==> config.mk <==
export PLATFORM = sky130hd
export DESIGN_NAME = seq_divider
export DESIGN_NICKNAME = d
export VERILOG_FILES = /design/src/rtl/seq_divider_pkg.sv /design/src/rtl/seq_divider_step.sv /design/src/rtl/seq_divider.sv
export SDC_FILE = /design/constraint.sdc
export NUM_CORES = 1
export LEC_CHECK = 0
export ABC_AREA = 1
export CORE_MARGIN = 2
export CORE_UTILIZATION = 32
export CTS_BUF_LIST = sky130_fd_sc_hd__clkbuf_16
export DETAILED_ROUTE_END_ITERATION = 8
export PLACE_DENSITY_LB_ADDON = 0.12
export SETUP_SLACK_MARGIN = 0.15
export SLEW_MARGIN = 20
export SYNTH_ARGS = -nofsm -noshare
export SYNTH_HDL_FRONTEND = slang
export SYNTH_HIERARCHICAL = 1
export SYNTH_SLANG_ARGS = --single-unit
==> constraint.sdc <==
create_clock -name clk -period 3.05 [get_ports clk]
set_clock_uncertainty 0.1 [all_clocks]
set_input_delay 0.4575 -clock clk [delete_from_list [all_inputs] [get_ports clk]]
set_output_delay 0.4575 -clock clk [all_outputs]
set_load 0.005 [all_outputs]
==> src/rtl/seq_divider_pkg.sv <==
// Shared types and default widths for the sequential restoring divider.
package seq_divider_pkg;

   localparam int DW_DEF = 6;
   localparam int VW_DEF = 3;

   typedef enum logic [1:0] {
      IDLE,
      RUN,
      DONE
   } state_t;

endpackage

==> src/rtl/seq_divider_step.sv <==
// One restoring-division step: shift in the next dividend bit, then subtract
// the divisor if it fits.
module div_step #(
   parameter int VW = 3
) (
   input  logic [VW-1:0] r,
   input  logic          d_msb,
   input  logic [VW-1:0] v,
   output logic [VW-1:0] r_next,
   output logic          q_bit
);

   // The trial value needs one extra bit. Since r < v, the result always
   // fits back into VW bits.
   logic [VW:0] t;

   assign t      = {r, d_msb};
   assign q_bit  = (t >= {1'b0, v});
   assign r_next = q_bit ? VW'(t - {1'b0, v}) : t[VW-1:0];

endmodule

==> src/rtl/seq_divider.sv <==
// Unsigned restoring divider producing one quotient bit per clock, with a
// start/busy/done handshake.
module seq_divider
   import seq_divider_pkg::*;
#(
   parameter int DW = DW_DEF,
   parameter int VW = VW_DEF
) (
   input  logic          clk,
   input  logic          rst,
   input  logic          start,
   input  logic [DW-1:0] dividend,
   input  logic [VW-1:0] divisor,
   output logic          busy,
   output logic          done,
   output logic [DW-1:0] quotient,
   output logic [VW-1:0] remainder,
   output logic          div_by_zero
);

   localparam int CW = (DW > 1) ? $clog2(DW) : 1;
   localparam logic [DW-1:0] DZ_QUOTIENT = '1;

   state_t        state, state_nx;
   logic [DW-1:0] d_sr;
   logic [VW-1:0] v_reg;
   logic [VW-1:0] r_reg;
   logic [DW-1:0] q_sr;
   logic [CW-1:0] cnt;

   logic          accept, step, last;
   logic [VW-1:0] r_nx;
   logic          q_bit;
   logic [DW-1:0] q_nx;

   div_step #(.VW(VW)) u_step (
      .r      (r_reg),
      .d_msb  (d_sr[DW-1]),
      .v      (v_reg),
      .r_next (r_nx),
      .q_bit  (q_bit)
   );

   assign q_nx = DW'({q_sr, q_bit});

   always_ff @(posedge clk or posedge rst) begin
      if (rst) state <= IDLE;
      else     state <= state_nx;
   end

   // DONE accepts a new start exactly like IDLE, so back-to-back ops need no bubble.
   always_comb begin
      state_nx = state;
      accept   = 1'b0;
      step     = 1'b0;
      last     = 1'b0;
      unique case (state)
         IDLE, DONE: begin
            if (start) begin
               accept   = 1'b1;
               state_nx = (divisor == '0) ? DONE : RUN;
            end else begin
               state_nx = IDLE;
            end
         end
         RUN: begin
            step = 1'b1;
            if (cnt == CW'(DW - 1)) begin
               last     = 1'b1;
               state_nx = DONE;
            end
         end
         default: state_nx = IDLE;
      endcase
   end

   assign busy = (state == RUN);
   assign done = (state == DONE);

   always_ff @(posedge clk or posedge rst) begin
      if (rst) begin
         d_sr        <= '0;
         v_reg       <= '0;
         r_reg       <= '0;
         q_sr        <= '0;
         cnt         <= '0;
         quotient    <= '0;
         remainder   <= '0;
         div_by_zero <= 1'b0;
      end else if (accept) begin
         d_sr  <= dividend;
         v_reg <= divisor;
         r_reg <= '0;
         q_sr  <= '0;
         cnt   <= '0;
         // A zero divisor skips RUN, so its results land on this same edge.
         if (divisor == '0) begin
            quotient    <= DZ_QUOTIENT;
            remainder   <= '0;
            div_by_zero <= 1'b1;
         end
      end else if (step) begin
         d_sr  <= {d_sr[DW-2:0], 1'b0};
         r_reg <= r_nx;
         q_sr  <= q_nx;
         cnt   <= cnt + 1'b1;
         if (last) begin
            quotient    <= q_nx;
            remainder   <= r_nx;
            div_by_zero <= 1'b0;
         end
      end
   end

endmodule
Yosys cells after proc, flatten, opt, wreduce, memory -nomap -nowiden --
Cells that the tools add are included.
Operators by class: $mul 0, div/mod/pow operators 0, bitwise logic cells 0, $lt $le $gt $ge 1, shift operators 0, muxes and demuxes 30, equality and inequality tests 5, reduce and logical (&&, ||, !) cells 6, add/sub/neg operators 2
Operators with widths (count):
- 6-bit 2-to-1 mux | 6
- 3-bit 2-to-1 mux | 9
- 5-bit 2-to-1 mux | 2
- 1-bit 2-to-1 mux | 9
- 2-bit 2-to-1 mux | 3
- 4-bit by 3-bit greater-or-equal comparator with 1-bit output | 1
- 2-bit by 1-bit inequality test with 1-bit output, second input constant | 2
- 2-bit case mux with 2 select lines | 1
- 2-bit nonzero test | 2
- 3-bit by 1-bit adder with 3-bit output, second input constant | 1
- 3-bit == test, second input constant | 1
- 3-bit logical NOT | 1
- 3-bit AND reduction | 1
- 3-bit subtractor | 1
- 2-bit by 1-bit == test with 1-bit output, second input constant | 1
- 2-bit == test, second input constant | 1
- 2-bit logical NOT | 1
- 2-bit OR reduction | 1
Storage, ports and cells: memories kept 0, output and inout bits 12, bits in registers 32, memory bits (read-only) 0, memory bits (writable) 0, bits in latches 0

Logic depth before layout (Yosys ltp) --
word-level depth 6, depth in mapped cells 10, mapped depth without buffers 10

Hierarchy --
The synthesis kept the hierarchy.
Modules (own cells, without submodules):
- seq_divider | area an instance 1381.3 um^2, times used 1, sequential area each 800.8 um^2, cells an instance 151
- div_step | area an instance 163.9 um^2, times used 1, sequential area each 0.0 um^2, cells an instance 25

Least setup slack after synthesis --
Ideal clock, no wire load.
path kind reg-to-reg, start reg d_sr[5], end reg quotient[0], cell stages (with the launch flop) 11, setup slack 1.444 ns, arrival 1.441 ns, path buffers 0, cells stage by stage dfrtp_1 > inv_1 > ha_1 > fa_1 > inv_1 > nand2_1 > nand3_2 > inv_1 > nand2_1 > nand3_1 > nand2_1
On the way: cells in the longest elaborated chain, start to end 4
RTL lines:
- start: declaration | line seq_divider.sv:25 | logic [DW-1:0] d_sr;
- start signal: assignment | line seq_divider.sv:91 | d_sr <= dividend;
- start signal: assignment | line seq_divider.sv:103 | d_sr <= {d_sr[DW-2:0], 1'b0};
- 4-bit by 3-bit greater-or-equal comparator with 1-bit output | line seq_divider_step.sv:18 | assign q_bit = (t >= {1'b0, v});
- via q_bit | line seq_divider.sv:33 | logic q_bit;
- 6-bit 2-to-1 mux | line seq_divider.sv:107 | if (last) begin
- 6-bit 2-to-1 mux | line seq_divider.sv:102 | end else if (step) begin
- 6-bit 2-to-1 mux | line seq_divider.sv:90 | end else if (accept) begin
- end signal: assignment | line seq_divider.sv:108 | quotient <= q_nx;
- end: declaration | line seq_divider.sv:16 | output logic [DW-1:0] quotient,
The timed path passes the listed nets, and every way through them passes these cells. The select of a mux whose other input is x is not followed. A chain may end at the register's enable or synchronous reset.

Worst setup path in the final report --
start reg state[1], end out done
On the way: cells in the longest elaborated chain, start to end 1
RTL lines:
- start: declaration | line seq_divider.sv:24 | state_t state, state_nx;
- start signal: assignment | line seq_divider.sv:48 | else state <= state_nx;
- 2-bit == test | line seq_divider.sv:78 | assign done = (state == DONE);
- end: declaration | line seq_divider.sv:15 | output logic done,
Every way passes these cells.

==> impl_metrics.xml <==
<?xml version="1.0" encoding="UTF-8"?>
<metrics>
  <group name="die">
    <metric name="pin_count" unit="">24</metric>
    <metric name="fp.dieW" unit="um">73.49</metric>
    <metric name="initial_utilization" unit="%">32.93</metric>
    <metric name="die_area" unit="um2">5401</metric>
    <metric name="core" unit="um2">4692</metric>
    <metric name="die_height" unit="um">73.49</metric>
    <metric name="fp-row-count" unit="">25</metric>
  </group>
  <group name="sta">
    <metric name="fin_ws" unit="ns">1.000</metric>
    <metric name="fin_setup_tns" unit="ns">0</metric>
    <metric name="finalWorstPathRequiredPeriod" unit="ns">2.050</metric>
    <metric name="clock.fmax" unit="MHz">487.9</metric>
    <metric name="slew_violations" unit="">0</metric>
    <metric name="worst_slew_pin_tran" unit="ns">0.4107</metric>
    <metric name="setup_violating_endpoint_count_in_the_final_report" unit="">0</metric>
    <metric name="grt_setup_unrepaired" unit="">no</metric>
    <metric name="hold_violations" unit="">0</metric>
    <metric name="maxSlewHeadroom" unit="%">72.62</metric>
    <metric name="period_share" unit="%">67.20</metric>
  </group>
  <group name="cells_and_area">
    <metric name="layout.cells.most_common_list" unit="">sky130_fd_sc_hd__nand2_1 (61), sky130_fd_sc_hd__dfrtp_1 (32), sky130_fd_sc_hd__inv_1 (27)</metric>
    <metric name="postLayoutCoreUtil" unit="%">42.59</metric>
    <metric name="n_fill_cell" unit="">465</metric>
    <metric name="top_regs" unit="">d_sr x6, quotient x6, q_sr x5</metric>
    <metric name="final_common_cell" unit="">sky130_fd_sc_hd__nand2_1</metric>
    <metric name="layout.nets" unit="">224</metric>
    <metric name="ant_diodes" unit="">0</metric>
    <metric name="combined_area_of_the_multi_input_logic_cells" unit="um2">608.1</metric>
    <metric name="layout-drive-gt1-share" unit="%">9.662</metric>
    <metric name="regArea" unit="um2">800.8</metric>
    <metric name="syn_to_final_growth" unit="%">29.31</metric>
  </group>
  <group name="global_route">
    <metric name="grt_pass1_vias" unit="">1227</metric>
    <metric name="grt-ovfl-total" unit="">0</metric>
    <metric name="global_route.usage.total" unit="%">13.85</metric>
    <metric name="grt_antenna_before_repair" unit="">0</metric>
    <metric name="global_route_wire_length_before_repair" unit="um">5706</metric>
    <metric name="grt_start_max_net_pins" unit="">33</metric>
  </group>
  <group name="setup_path">
    <metric name="timing.reg2reg.setup_slack" unit="ns">1.25</metric>
    <metric name="max_stage_delay" unit="ns">0.52</metric>
    <metric name="worstSetupEndpointType" unit="">output port</metric>
    <metric name="sum_of_buffers_and_inverters_on_the_critical_path" unit="">2</metric>
    <metric name="cp_top_family" unit="">buffers and inverters</metric>
    <metric name="cp.arrival" unit="ns">1.49</metric>
    <metric name="crit_fanout" unit="">3</metric>
    <metric name="cpMaxStageDelayCell" unit="">sky130_fd_sc_hd__clkdlybuf4s50_1</metric>
    <metric name="crit_required" unit="ns">2.49</metric>
    <metric name="startpoint_types" unit="">flop</metric>
    <metric name="path_cells" unit="">inv_1, nor2_1, clkdlybuf4s50_1</metric>
    <metric name="critPathKind" unit="">reg -&gt; out</metric>
  </group>
  <group name="synthesis">
    <metric name="post_synth_instance_area" unit="um2">1545</metric>
    <metric name="seq_area_frac_synth" unit="%">51.82</metric>
    <metric name="netlist.area_leader.share" unit="%">51.82</metric>
    <metric name="synthCells" unit="">176</metric>
    <metric name="syn_nets" unit="">194</metric>
    <metric name="synthDominantAreaCellType" unit="">sky130_fd_sc_hd__dfrtp_1</metric>
    <metric name="yosys_warnings" unit="">6</metric>
    <metric name="synth.area.top_cells" unit="">sky130_fd_sc_hd__dfrtp_1 (52%), sky130_fd_sc_hd__nand2_1 (15%), sky130_fd_sc_hd__inv_1 (6.6%)</metric>
    <metric name="yosys_register_bits" unit="">32</metric>
    <metric name="synth.avg_cell_area" unit="um2">8.780</metric>
    <metric name="synth_cell_types" unit="">21</metric>
  </group>
  <group name="detailed_routing">
    <metric name="detail_route.wl_per_cell" unit="um">12.18</metric>
    <metric name="route.detailed.vias_per_inst" unit="">4.663</metric>
    <metric name="totalWireLength" unit="um">3180</metric>
    <metric name="route.antenna.remaining_nets" unit="">0</metric>
    <metric name="drc_errors" unit="">0</metric>
    <metric name="detail_route.iter0.violations" unit="">67</metric>
    <metric name="drt-pass1-iter-count" unit="">4</metric>
    <metric name="vias" unit="">1217</metric>
  </group>
  <group name="clock_network">
    <metric name="cts.clk_slew.worst_paths" unit="ns">0.05</metric>
    <metric name="cts_buffer_depth" unit="">2</metric>
    <metric name="cts_tree" unit="">done</metric>
    <metric name="htreeDepth" unit="">2</metric>
    <metric name="cts_resized" unit="">0</metric>
    <metric name="clock_sink_count" unit="">32</metric>
    <metric name="postCtsSetupRepairBufs" unit="">0</metric>
    <metric name="cts_root_buffer" unit="">sky130_fd_sc_hd__clkbuf_16</metric>
    <metric name="cts-buffers-inserted" unit="">5</metric>
    <metric name="cts-hold-fix-buffers" unit="">0</metric>
    <metric name="worstSkewPairLatency" unit="ns">0.27</metric>
  </group>
  <group name="min_path">
    <metric name="hp-class" unit="">reg -&gt; reg</metric>
  </group>
  <group name="place">
    <metric name="place_congestion" unit="">0.7422</metric>
    <metric name="placement.io_buffers" unit="">23</metric>
    <metric name="post_detailed_placement_half_perimeter_wirelength" unit="um">2422</metric>
    <metric name="detailedPlace.worstSlack" unit="ns">1.111</metric>
  </group>
  <group name="power">
    <metric name="static-leakage-power" unit="nW">1.041</metric>
    <metric name="peakVddDrop" unit="mV">0.5382</metric>
    <metric name="power_density" unit="nW/um2">1169</metric>
  </group>
  <group name="run_status">
    <metric name="status" unit="">finished clean</metric>
  </group>
  <group name="flow_run">
    <metric name="maxCapViolations" unit="">0</metric>
  </group>
</metrics>
## path summary, 6_finish.rpt
kind | from | end | depth (start not counted)
max | state[1] | done | 3
min | remainder[0] | remainder[0] | 2
max reg2reg | d_sr[5] | quotient[0] | 10
min reg2reg | remainder[0] | remainder[0] | 2
max in group asynchronous | rst | d_sr[1] | 3
min in group asynchronous | rst | quotient[0] | 3
## per-layer routing
metal / routed length [um] / track usage, %
met1: 1588 / 19.46
met3: 118 / 3.292
met5: 0 / 0
met2: 1431 / 20.54
met4: 42 / 5.455
## where the power goes
group | internal [W] | switching [W]
registers | 0.000627 | 0.000118
logic | 0.000441 | 0.000605
clock network | 0.000379 | 0.000167
## cell usage after synthesis
library cell,number
sky130_fd_sc_hd__a21oi_1,3
sky130_fd_sc_hd__buf_6,2
sky130_fd_sc_hd__dfrtp_1,32
sky130_fd_sc_hd__fa_1,1
sky130_fd_sc_hd__ha_1,5
sky130_fd_sc_hd__inv_1,27
sky130_fd_sc_hd__inv_2,1
sky130_fd_sc_hd__inv_6,1
sky130_fd_sc_hd__nand2_1,61
sky130_fd_sc_hd__nand2_2,3
sky130_fd_sc_hd__nand2_4,3
sky130_fd_sc_hd__nand3_1,10
sky130_fd_sc_hd__nand3_2,2
sky130_fd_sc_hd__nand4_1,3
sky130_fd_sc_hd__nor2_1,2
sky130_fd_sc_hd__nor2_2,1
sky130_fd_sc_hd__nor2_8,1
sky130_fd_sc_hd__o211ai_1,2
sky130_fd_sc_hd__o21ai_0,9
sky130_fd_sc_hd__o22ai_1,6
sky130_fd_sc_hd__xnor2_1,1
## worst reg2reg max path: stages (launching register included)
cell and delay (ns):
sky130_fd_sc_hd__dfrtp_1 0.38, sky130_fd_sc_hd__inv_1 0.06, sky130_fd_sc_hd__ha_1 0.20, sky130_fd_sc_hd__fa_1 0.40
sky130_fd_sc_hd__inv_1 0.07, sky130_fd_sc_hd__nand2_1 0.10, sky130_fd_sc_hd__nand3_2 0.13, sky130_fd_sc_hd__inv_1 0.07
sky130_fd_sc_hd__nand2_1 0.07, sky130_fd_sc_hd__nand3_1 0.08, sky130_fd_sc_hd__nand2_1 0.08
## cell type report
class | instances | share of cell area [%]
Inverter | 29 | 5.698
Timing Repair Buffer | 25 | 12.27
Clock inverter | 3 | 1.879
Sequential cell | 32 | 40.08
Tap cell | 54 | 3.381
Clock buffer | 5 | 6.262
Multi-Input combinational cell | 113 | 30.43
## per-stage QoR
step | hold slack, ns | power [W] | cell area [um2] | std cells
floorplan | 0.3493 | 0.001459 | 1545 | 176
global placement | 0.3591 | 0.001780 | 1836 | 253
detailed placement | 0.3691 | 0.001813 | 1836 | 253
CTS | 0.3826 | 0.002368 | 1998 | 261
global route | 0.4014 | 0.002567 | 1998 | 261
finish | 0.3768 | 0.002336 | 1998 | 261
## logic make-up after synthesis
family	after synthesis	share of synthesized area, %
AOI/OAI and AO/OA	20	7.287
adders and majority gates	6	5.344
and+or+nand+nor	86	26.15
DFF	32	51.82
buffers and inverters	31	8.826
xor gates and xnor gates	1	0.5669
No activity file was read; power rests on OpenSTA's default activity.
